**src/rtl/pipe_hazard_ctrl.sv**
```systemverilog
// Pipeline control: per-stage metadata, RAW hazard detection, stall/flush/forward selects, retire count.
// Latency: instruction accepted at edge n reaches WB after edge n+STAGES-1; stall/flush/pc_en are combinational.
// Backpressure: stall holds PC and ID and bubbles EXE, redirect overrides it; `define PIPE_FWD_EN enables forwarding.
module pipe_hazard_ctrl #(
  parameter int STAGES = 4,
  parameter int XLEN   = 32,
  parameter int REG_AW = 5,
  parameter int SELW   = $clog2(STAGES)
) (
  input  logic              clk,
  input  logic              rst,
  input  logic              if_valid,
  input  logic [XLEN-1:0]   if_instr,
  input  logic              redirect,
  output logic              stall,
  output logic              flush,
  output logic              pc_en,
  output logic [STAGES-1:0] stage_valid,
  output logic [SELW-1:0]   fwd_a_sel,
  output logic [SELW-1:0]   fwd_b_sel,
  output logic              wb_valid,
  output logic [REG_AW-1:0] wb_rd,
  output logic [XLEN-1:0]   wb_instr,
  output logic [31:0]       retired_cnt
);

  typedef struct packed {
    logic use_rs;
    logic use_rt;
    logic wr_rt;
    logic wr_rd;
    logic ld;
  } dec_t;

  typedef struct packed {
    logic              vld;
    logic              ld;
    logic [REG_AW-1:0] rd;
    logic [XLEN-1:0]   ins;
  } ent_t;

  function automatic dec_t decode(input logic [5:0] op);
    dec_t d;
    d = '0;
    case (op)
      6'h00: begin
        d.use_rs = 1'b1;
        d.use_rt = 1'b1;
        d.wr_rd  = 1'b1;
      end
      6'h08, 6'h09, 6'h0A, 6'h0B, 6'h0C, 6'h0D, 6'h0E, 6'h0F: begin
        d.use_rs = 1'b1;
        d.wr_rt  = 1'b1;
      end
      6'h23: begin
        d.use_rs = 1'b1;
        d.wr_rt  = 1'b1;
        d.ld     = 1'b1;
      end
      6'h2B, 6'h04, 6'h05: begin
        d.use_rs = 1'b1;
        d.use_rt = 1'b1;
      end
      default: d = '0;
    endcase
    return d;
  endfunction

  ent_t              ent_q [STAGES];
  ent_t              if_ent;
  dec_t              if_dec;
  dec_t              id_dec;
  logic [REG_AW-1:0] src_a;
  logic [REG_AW-1:0] src_b;
  logic              hit_a;
  logic              hit_b;
  logic              hazard;
`ifdef PIPE_FWD_EN
  logic [SELW-1:0]   idx_a;
  logic [SELW-1:0]   idx_b;
  logic [SELW-1:0]   sel_a;
  logic [SELW-1:0]   sel_b;
  logic [SELW-1:0]   fwd_a_q;
  logic [SELW-1:0]   fwd_b_q;
`endif

  // Destination is resolved at intake; $0 and non-writers both store rd=0.
  always_comb begin
    if_dec     = decode(if_instr[31:26]);
    if_ent     = '0;
    if_ent.vld = if_valid;
    if_ent.ins = if_instr;
    if (if_valid) begin
      if_ent.ld = if_dec.ld;
      if (if_dec.wr_rd) begin
        if_ent.rd = REG_AW'(if_instr[15:11]);
      end else if (if_dec.wr_rt) begin
        if_ent.rd = REG_AW'(if_instr[20:16]);
      end
    end
  end

  // Scan oldest to youngest so the youngest producer wins; WB is left out.
  always_comb begin
    id_dec = decode(ent_q[0].ins[31:26]);
    src_a  = (ent_q[0].vld && id_dec.use_rs) ? REG_AW'(ent_q[0].ins[25:21]) : '0;
    src_b  = (ent_q[0].vld && id_dec.use_rt) ? REG_AW'(ent_q[0].ins[20:16]) : '0;
    hit_a  = 1'b0;
    hit_b  = 1'b0;
`ifdef PIPE_FWD_EN
    idx_a  = '0;
    idx_b  = '0;
`endif
    for (int k = STAGES - 2; k >= 1; k--) begin
      if (src_a != '0 && ent_q[k].vld && ent_q[k].rd == src_a) begin
        hit_a = 1'b1;
`ifdef PIPE_FWD_EN
        idx_a = SELW'(k);
`endif
      end
      if (src_b != '0 && ent_q[k].vld && ent_q[k].rd == src_b) begin
        hit_b = 1'b1;
`ifdef PIPE_FWD_EN
        idx_b = SELW'(k);
`endif
      end
    end
`ifdef PIPE_FWD_EN
    sel_a  = hit_a ? idx_a + SELW'(1) : '0;
    sel_b  = hit_b ? idx_b + SELW'(1) : '0;
    hazard = ent_q[1].ld && ((hit_a && idx_a == SELW'(1)) || (hit_b && idx_b == SELW'(1)));
`else
    hazard = hit_a | hit_b;
`endif
  end

  assign stall = hazard & ~redirect;
  assign flush = redirect;
  assign pc_en = ~stall;

  // Entry 1 takes a bubble on both stall and redirect; a redirected ID instruction is dead anyway.
  always_ff @(posedge clk or negedge rst) begin
    if (!rst) begin
      for (int k = 0; k < STAGES; k++) ent_q[k] <= '0;
      retired_cnt <= '0;
    end else begin
      for (int k = 2; k < STAGES; k++) ent_q[k] <= ent_q[k-1];
      if (ent_q[STAGES-2].vld) retired_cnt <= retired_cnt + 32'd1;
      if (redirect || stall) begin
        ent_q[1] <= '0;
        if (redirect) ent_q[0] <= '0;
      end else begin
        ent_q[1] <= ent_q[0];
        ent_q[0] <= if_ent;
      end
    end
  end

`ifdef PIPE_FWD_EN
  always_ff @(posedge clk or negedge rst) begin
    if (!rst) begin
      fwd_a_q <= '0;
      fwd_b_q <= '0;
    end else if (redirect || stall) begin
      fwd_a_q <= '0;
      fwd_b_q <= '0;
    end else begin
      fwd_a_q <= sel_a;
      fwd_b_q <= sel_b;
    end
  end

  assign fwd_a_sel = fwd_a_q;
  assign fwd_b_sel = fwd_b_q;
`else
  assign fwd_a_sel = '0;
  assign fwd_b_sel = '0;
`endif

  always_comb begin
    stage_valid = '0;
    for (int k = 0; k < STAGES; k++) stage_valid[k] = ent_q[k].vld;
  end

  assign wb_valid = ent_q[STAGES-1].vld;
  assign wb_rd    = ent_q[STAGES-1].rd;
  assign wb_instr = ent_q[STAGES-1].ins;

endmodule
```
**config.mk**
```make
export PLATFORM = sky130hd
export DESIGN_NAME = pipe_hazard_ctrl
export DESIGN_NICKNAME = d
export VERILOG_FILES = /design/src/rtl/pipe_hazard_ctrl.sv
export SDC_FILE = /design/constraint.sdc
export NUM_CORES = 1
export LEC_CHECK = 0
export BUFFER_PORTS_ARGS = -buffer_cell sky130_fd_sc_hd__buf_2
export CORE_UTILIZATION = 45
export CTS_CLUSTER_SIZE = 16
export DETAILED_ROUTE_END_ITERATION = 16
export GPL_TIMING_DRIVEN = 0
export PLACE_DENSITY = 0.76
export SLEW_MARGIN = 0
export SYNTH_ARGS = -nofsm -noshare
export SYNTH_HDL_FRONTEND = slang
export SYNTH_SLANG_ARGS = --single-unit
```
**constraint.sdc**
```tcl
create_clock -name clk -period 2.2 [get_ports clk]
set_input_delay 0.22 -clock clk [delete_from_list [all_inputs] [get_ports clk]]
set_output_delay 0.22 -clock clk [all_outputs]
set_load 0.01 [all_outputs]
```
-- Word-level counts from Yosys, hierarchy flattened
Index checks and enable logic that the tools add are counted.
- output and inout port bits: 81
- word-level logic and storage cells: 79
- input port bits: 36
- register bits after elaboration: 185
- bitwise gates (word level): 4
- mux-type cells: 16
- reductions and logical operators: 18
- add/sub/neg operators: 1
- equal/unequal tests: 26
- operators by type and width (kind ; number):
    6-bit by 4-bit equality test with 1-bit output, second input constant ; 16
    78-bit two-way mux ; 1
    39-bit two-way mux ; 1
    32-bit by 1-bit adder with 32-bit output, second input constant ; 1
    5-bit equality test ; 4
    5-bit two-way mux ; 4
    6-bit equality test, second input constant ; 3
    13-bit OR reduction ; 1
    6-bit by 3-bit equality test with 1-bit output, second input constant ; 2
    6-bit logical NOT ; 2
    1-bit logical AND ; 10
    5-bit nonzero test ; 2
    1-bit two-way mux ; 9
    9-bit OR reduction ; 1
    6-bit two-way mux ; 1
    4-bit OR reduction ; 1
    2-bit != test, second input constant ; 1
    1-bit inverter ; 2
    1-bit bitwise AND ; 1
    1-bit logical OR ; 1
    1-bit OR ; 1

-- Logic depth before layout (Yosys ltp)
Gate-level depths: netlist (run 1).
- word-level depth: 14
- depth in mapped cells: 8
- gate-level depth less buffers: 7

-- Worst setup path before layout (run 1)
OpenSTA, ideal clock, no wires.
- path type: reg2reg
- start point: reg retired_cnt[0]
- end point: reg retired_cnt[30]
- required time: 2.121 ns
- clock period less this slack: 2.185 ns
- data arrival time: 2.106 ns
- path buffers: 1
- setup slack: 0.015 ns
- stages on the path, launching flop included: 9
- setup time: 0.079 ns
- cells stage by stage: dfrtp_1 > ha_1 > nand4_4 > or2_1 > buf_6 > nor4_4 > or3b_4 > nor2_2 > xor2_1
- cells in the longest elaborated chain, start to end: 1
- ends and longest elaborated chain (what ; RTL line ; source):
    from (decl) ; 24 ; output logic [31:0] retired_cnt
    from (signal assigned) ; 148 ; if (ent_q[STAGES-2].vld) retired_cnt <= retired_cnt + 32'd1;
    32-bit by 1-bit adder with 32-bit output ; 148 ;
No other way between the ends.
A chain may end at the register's enable or synchronous reset.

-- Worst setup path after layout (run 1)
- start point: reg ent_q[143] (netlist bit)
- end point: out stall
- cells in the longest elaborated chain, start to end: 12
- elaborated cells between the ends (all ways): 41
- classes of those cells: eq/ne: 16; mux: 8; bitwise: 2; reduce/logical: 15
- ends and longest elaborated chain (what ; RTL line ; source):
    from (decl) ; 69 ; ent_t ent_q [STAGES];
    6-bit equality test (tied with other cells) ; 45 ; case (op)
    13-bit OR reduction (no line) / 4-bit OR reduction (equally long branches) ; -- ;
    1-bit two-way mux ; 45 ;
    1-bit logical AND (on tied branches) ; 106, 107 ;
    5-bit two-way mux (on tied branches) ; 106, 107 ;
    5-bit nonzero test (on tied branches) ; 115, 121 ;
    1-bit logical AND (on tied branches) (2 in a row) ; 115, 121 ;
    1-bit two-way mux (on tied branches) (2 in a row) ; 115, 121 ;
    1-bit OR (*) ; 133 ; hazard = hit_a | hit_b;
    1-bit bitwise AND (*) ; 137 ; assign stall = hazard & ~redirect;
    to (decl) ; 15 ; output logic stall,
Every way passes the cells marked *; elsewhere a longest branch is shown, timed or not.

==> run summary, run 1 <==
The run finished, with violations left. The checks that failed: negative setup slack. The die width is ~130 microns. The category of cells accounting for the largest share of critical-path delay is compound AO/OA/AOI/OAI gates.

After synthesis, the cell types taking the most area are dfrtp_1 (63%), nand2b_1 (6.0%), mux2i_1 (4.9%). The first global-routing pass estimated ~23000 microns of wire. Summing every instance area after synthesis gives about 0.0073 sq mm.

The synthesized flop and latch total is 184. The sequential cells in the finished layout cover a total of about 0.0046 sq mm. The count of inserted antenna diode cells came out at 0.

The last weighted congestion value of the routability-driven placer came out at 0.826. TritonCTS built the clock tree. The per-instance average area after synthesis is 13.0 sq um. Traced cell by cell, the critical path runs through and4b_2 > a211oi_4 > o21ai_1 > a21boi_4 > o311a_4 > buf_12 > nor2_4 > buf_6. For this design the ratio of total power to cell area is about 770 mW/mm^2. The number of buffer and inverter stages on the critical path came out at 2.

No sink is reached through more buffers than the 2 on the longest clock path. The async set or reset register ratio after synthesis came out at 100%. The routed length per placed instance came out at 16.1 microns.

Measured on the finished design, the core utilization comes to 60.4%. Clock tree synthesis inserted a total of 17 buffers. The clock-pin slew of the registers on the worst-case setup and hold paths came out at 0.07 ns. The die covers 0.0168 sq mm.

The number of fill cells is approximately 1200. The peak supply drop came out at between 500 and 600 uV. The number of endpoints with negative hold slack in the final report came out at 0. The min-delay analysis places its worst path in the category in2reg. The overall global routing resource usage came out at 18.0%.

In this run the critical register-to-register path is launched from ent_q[148]. The fmax is approximately 400 MHz. The area added between synthesis and finish is 31.3%.

The most used flip-flop cell after synthesis is dfrtp_1. The cell sitting at the root of the clock tree is a clkbuf_16. The minimum period implied by the final worst setup slack is roughly 2.6 ns. The maximum number of pins on one net before global-route repair came out at around 120. After the first detailed-routing iteration, the DRC count stood at 248. The starting density of the core is 46.0%. The synthesized instance count came out at 561. The count of TritonRoute iterations in the first routing pass is 4. The most frequent cell after synthesis is dfrtp_1. The actual transition at the worst max-transition pin came out at 0.911 ns. The detailed placement HPWL is around 9400 microns. The worst setup path is of the reg2out kind. Measured against its own limit, the worst slew margin works out to 39.3%. Setup repair after global routing could not meet its margin everywhere. The total routed wirelength is 15400 microns. The multi-input gate area in the final layout is 0.00258 sq mm. The critical path data required time is between 1.5 and 2 ns. The count of unique library cells instantiated by Yosys came out at 48.

The number of placed I/O pins is 117. The vertical extent of the die came out at 129 microns. The count of vias placed by the detailed router came out at 4629.

In this run the worst setup path begins at ent_q[143]. The row count is 46. The number of antenna violations at the first check in global routing was 0. Of all nets on the critical path, the largest fanout is 4.

In the routed design, unresolved DRC markers number 0. In this run the most critical hold path is launched from if_instr[0]. The share of the Yosys chip area taken by registers is 63.0%.

The max-slew violation count came to 0. Across the run, the number of max-cap violations was 0. The cell accounting for the most synthesized area is dfrtp_1. The number of port buffers is approximately 110. The layout net count is 761. Data arrives at the worst endpoint at 2.34 ns. The part of the cycle the worst path needs came out at 116%. The number of synthesized flops with an enable pin is 0. The number of setup violations in the final report came out at 66. The design draws between 7 and 8 mW.

Counting instances in the post-synthesis netlist gives the leading cell types as dfrtp_1 (184), nand2b_1 (70), buf_4 (48), nor3b_1 (39), mux2i_1 (36). The final setup slack of the worst path is -0.358 ns. Setup total negative slack on the finished layout was measured at -8.07 ns. The slowest library cell on the worst path is dfrtp_1. The count of nets left with antenna violations once routing finished came out at 0. At the later pin of the worst-skew pair, clock insertion delay measures 0.43 ns. The worst setup path is captured at an output port. The H-tree generated during clock tree synthesis spans 4 levels.

The static leakage power came out at 4.86 nW. The number of sinks on the clock net is 184. The proportion of layout cells with a drive suffix above 1 came out at 41.4%.

The worst setup path is launched from a flip-flop. On the final layout, the worst clock skew is 0.0127 ns. The count of yosys warnings during synthesis is 0.

The total overflow left after global routing is 0. The mean number of vias per cell came out at 4.86. The via count of the first global-routing pass was 4509. The core region area came out at 0.0159 sq mm. The largest stage delay on the critical path is around 0.42 ns. The share of the synthesized area in the top cell type is between 60% and 70%.
[cell usage in the layout, fill, tap and decap left out, drive strengths merged, types with 2 or more instances in the layout]
master	instances
buf	190
dfrtp	184
nand2b	70
nor3b	39
mux2i	36
clkbuf	36
xnor2	34
nand2	27
nor2	20
xor2	16
nand4	9
inv	8
nand3	7
a22o	5
clkinv	5
o21ai	5
conb	4
clkinvlp	4
and3	4
nor3	4
or4	3
nor2b	3
or2	2
a21oi	2
bufinv	2
o2111ai	2
nor4	2
or3	2
[final timing paths]
| path | endpoint | slack, ns | cells after the start |
|---|---|---|---|
| max | stall | -0.36 | 8 |
| min | ent_q[117] | 0.04 | 3 |
| max reg2reg | ent_q[152] | -0.19 | 11 |
| min reg2reg | ent_q[67] | 0.34 | 0 |
| max in group asynchronous | ent_q[138] | 0.93 | 3 |
| min in group asynchronous | retired_cnt[2] | 0.34 | 2 |
[through the flow]
step	area [sq um]	cells	hold WS (ns)	setup WS, ns
final	9600	953	0.0420	-0.358
after global routing	9600	953	0.0386	-0.444
after CTS	9120	943	0.0238	-0.407
after detailed placement	8190	892	0.202	-0.214
after floorplan	7320	564	-0.0756	0.0146
after global placement	8150	891	0.333	-1.73
[kinds of logic after synthesis]
family | Yosys count | share of synthesized area, %
fa+ha+maj | 1 | 0.171
simple gates | 195 | 16.7
buf+inv | 73 | 6.74
compound gates | 20 | 2.28
mux | 37 | 5.08
other cells | 1 | 0.0513
flops | 184 | 63.0
xor+xnor | 50 | 5.99
[layout make-up]
| class | instances | share of cell area (%) |
|---|---|---|
| plain buffers | 68 | 5.68 |
| clock buffers | 17 | 4.43 |
| clock inverters | 15 | 1.77 |
| inverters | 4 | 0.156 |
| multi-input cells | 307 | 26.9 |
| flip-flops and latches | 184 | 48.1 |
| well taps | 216 | 2.82 |
| repair buffers | 142 | 10.2 |
[routing by layer]
layer / wire length (microns) / vias up / GRT usage (%) / share of wire [%]
li1: - / 2127 / - / -
met5: 0 / - / 0 / 0
met2: 7600 / 158 / 28.9 / 49
met1: 6640 / 2317 / 23.7 / 43
met3: 865 / 27 / 4.17 / 5.6
met4: 276 / 0 / 7.32 / 1.8
[tightest hold or removal path, cell delays in order]
cell and delay (ns):
buf_2 0.09, nand2b_1 0.06, mux2i_1 0.06
[power by group]
group | leakage, nW | internal [mW] | switching, mW | total, mW
registers | 2.47 | 3.54 | 0.111 | 3.65
clock network | 0.280 | 1.70 | 1.32 | 3.02
logic | 2.11 | 0.327 | 0.353 | 0.680
total | 4.86 | 5.56 | 1.79 | 7.35
[sequential cells by signal (all words and copies together) (netlist names)]
signal	count
wb_rd	5
wb_valid	1
stage_valid	3
retired_cnt	32
ent_q	111
wb_instr	32
[repair_timing]
| item | in CTS | in global routing |
|---|---|---|
| endpoints found under the setup margin | 79 | 85 |
| hold endpoints to repair | 66 | 0 |
| resized for setup | 46 | 67 |
| cloned | 1 | 6 |
| buffers inserted | 17 | 7 |
| hold buffers | 1 | 0 |
| pin swaps | 10 | 30 |
Power figures use the tool's default switching activity.
==> run 2, diff against run 1 <==
--- a/config.mk
+++ b/config.mk
@@ -6,11 +6,13 @@
 export NUM_CORES = 1
 export LEC_CHECK = 0
 export BUFFER_PORTS_ARGS = -buffer_cell sky130_fd_sc_hd__buf_2
-export CORE_UTILIZATION = 45
+export CELL_PAD_IN_SITES_DETAIL_PLACEMENT = 1
+export CELL_PAD_IN_SITES_GLOBAL_PLACEMENT = 1
+export CORE_UTILIZATION = 41
 export CTS_CLUSTER_SIZE = 16
 export DETAILED_ROUTE_END_ITERATION = 16
 export GPL_TIMING_DRIVEN = 0
-export PLACE_DENSITY = 0.76
+export PLACE_DENSITY = 0.83
 export SLEW_MARGIN = 0
 export SYNTH_ARGS = -nofsm -noshare
 export SYNTH_HDL_FRONTEND = slang
==> run 2 against run 1 <==
The run still ends with negative setup slack left. Utilization decreased by 2.6 points. Clock power increased by 6%. Setup slack got worse by 0.15 ns. Hold slack about the same. Clock-buffer cell count increased by 1. Critical path depth increased by 3. Design area increased by 4.6%. Largest power group unchanged. Final cell count increased by 3.9%.
==> run summary, run 2 (synthesized netlist as in run 1, its figures left out) <==
The count of vias placed by the detailed router came out at around 5000. The number of antenna violations at the first check in global routing is 0. The signal on the critical path passes through xnor2_1 > nand3_1 > o21ai_0 > a21boi_4 > buf_6 > o311ai_4 > buf_4 > buf_6 > buf_16 > buf_12 > mux2i_1. The kind of start point of the critical path is a flip-flop. The number of setup violations in the final report is 72.

The initialized floorplan defines 48 standard-cell rows. On the worst path, the slowest cell contributes a delay of 0.49 ns. The worst slack after detailed placement is -0.247 ns.

Counting tap cells, the placed design contains a total of 901 instances. The residual overflow from global routing is 0. The flip-flop count of the largest register, all copies and words added is 111. VDD sags by at most 527 uV. The core region area is 0.0174 sq mm. The type of destination of the critical path is a flip-flop. The first-pass GRT wire length is roughly 30000 microns. The power dissipated by switching net loads is roughly 2.0 mW.

For this design the static power due to leakage is around 5 nW. Data on the critical path arrives at its endpoint at between 3 and 4 ns. The layout net count is between 700 and 800.

The highest fanout seen on the critical path came out at 5. The max-slew violation count is 0. The residual antenna-violating net count after detailed routing is 0. The switching power share of the total came out at 25.9%.

The clock insertion delay at the later pin of the skew report came out at 0.43 ns. In the post-route analysis, the smallest setup slack over all paths is -0.509 ns. The internal power summed over all cells is between 5 and 6 mW.

The clock-pin slew of the registers on the worst-case setup and hold paths is 0.08 ns. In the finished design, the share of the clock period the worst path needs comes to 123%. The minimum period implied by the final worst setup slack came out at 2.71 ns. The count of H-tree levels built during CTS is 4. The share of total power dissipated in the clock network is 41.9%. In the routed layout, each cell is associated on average with a via count of 5.05. The number of sinks on the clock net is 184. The number of placed I/O pins is 117. The cell that appears most often on the critical path is buf_6.

The actual transition at the worst max-transition pin came out at 1.04 ns. The detailed placement HPWL is 11400 microns. TritonCTS built the clock tree. The share of power burned in registers came out at between 40 and 50%. For this run, design rule violations remaining after detail routing come to 0.

The kind of critical path is reg2reg. The die covers 0.0184 sq mm. Across all register-to-register paths, the minimum setup slack is -0.51 ns. The slowest stage of the critical path is the dfrtp_1 cell. The portion of total power attributed to combinational logic came out at 10.0%. The count of inserted antenna diode cells is 0.

The final worst clock skew is 0.0173 ns. The maximum number of pins on one net before global-route repair is between 100 and 150. With fillers left out, the area of the finished cells amounts to 0.0100 sq mm. The proportion of layout cells with a drive suffix above 1 is 44.4%. The run finished, with violations left. More flip-flops sit in one register than any other, and that register is ent_q. The post-route non-filler standard cell count is between 900 and 1000. Setup repair after global routing could not meet its margin everywhere. The final reports fail on negative setup slack. The class of the tightest hold or removal check is in2reg. Dividing the detail-routed wire length by the instance count gives 21.6 microns. The library cell used most frequently in the layout, excluding fill and tap cells, is dfrtp_1. The last weighted congestion value of the routability-driven placer is 0.824.

The number of endpoints with negative hold slack in the final report came out at 0. The total of max-cap violations came out at 0. The total clock buffers created by CTS came out at 17.

The final setup TNS came out at -24.43 ns. The power per unit of standard cell area is approximately 760 mW/mm^2. For this configuration, the core starts out at a cell density of 42.1%.

The overall global routing resource usage came out at 22.1%. Summing all placed instances gives a cell area of 0.00820 sq mm. The via count of the first global-routing pass is 5370.

From bottom edge to top edge, the die measures 136 microns. The area added between synthesis and finish is 37.4%. The critical path data required time came out at 2.54 ns. Summed over all layers, the routed wires come to 21400 microns. The worst slew margin relative to its limit is 31.0%.

The detailed router finished its first iteration with 228 violations. The fmax came out at 369 MHz. CTS placed an instance of clkbuf_16 at the clock tree root.

The number of port buffers came out at 111. The library cells used most frequently in the layout, excluding fill and tap cells, are dfrtp_1 (177), buf_2 (109), buf_4 (81), nand2b_1 (69), xnor2_1 (34). The largest buffer count on any clock path came out at 2. The count of TritonRoute iterations in the first routing pass came out at 4.

The worst hold slack came out at 0.0424 ns. The die width came out at 136 microns.
## run 2: cell count changes in the layout (fill, tap and decap cells not counted), moves of 5 or more
cell,previous run,this run
buf_4,63,81
buf_12,6,12
buf_6,5,11
nor3b_2,31,25
nor3b_4,7,13
buf_16,1,6
mux2i_1,33,28
## run 2: layout make-up
class	instances	area (sq um)
Buffer	66	520
Clock buffer	18	439
Clock inverter	14	181
Fill cell	1715	7310
Inverter	4	15.0
Multi-Input combinational cell	307	2670
Sequential cell	184	4610
Tap cell	225	282
Timing Repair Buffer	172	1320
## run 2: what timing repair did
action	CTS	global route
gates cloned	6	2
hold endpoints to repair	81	0
resized for setup	75	80
hold buffers	1	0
buffers inserted	25	31
pin swaps	11	18
setup endpoints to repair	79	85
## run 2: metrics by stage
stage	total power [mW]	utilization, %
after floorplan	3.99	-
after global placement	4.23	47.0
after detailed placement	4.28	47.2
after CTS	7.55	54.6
after global routing	7.92	57.9
final	7.64	57.9
## run 2: power by group through the flow
| stage | clock, mW | combinational, mW | sequential [mW] |
|---|---|---|---|
| floorplan | 0 | 0.287 | 3.70 |
| global placement | 0 | 0.526 | 3.71 |
| detailed placement | 0 | 0.558 | 3.72 |
| CTS | 3.23 | 0.666 | 3.65 |
| global route | 3.40 | 0.826 | 3.70 |
| finish | 3.20 | 0.763 | 3.68 |
## run 2: routing by layer
layer | wire length (microns) | part of all wire (%) | global-route usage (%)
met2 | 11400 | 53 | 37.6
met3 | 842 | 3.9 | 4.49
met4 | 602 | 2.8 | 9.61
met1 | 8520 | 40 | 27.2
met5 | 0 | 0 | 0
## run 2: final timing paths
path,from,end,cells past startpoint
setup / recovery,ent_q[112],ent_q[152],11
min in group asynchronous,rst,retired_cnt[15],2
max in group asynchronous,rst,ent_q[138],3
hold reg to reg,ent_q[91],ent_q[52],0
hold / removal,if_instr[0],ent_q[117],3
setup reg to reg,ent_q[112],ent_q[152],11
## run 2: worst max-delay path: cells and delay by family, from the launching register on
family / cells / cell delay, ns
buffers and inverters: 5 / 0.72
AOI/OAI and AO/OA: 3 / 0.71
DFF: 1 / 0.49
xor gates and xnor gates: 1 / 0.32
muxes: 1 / 0.26
and+or+nand+nor: 1 / 0.12
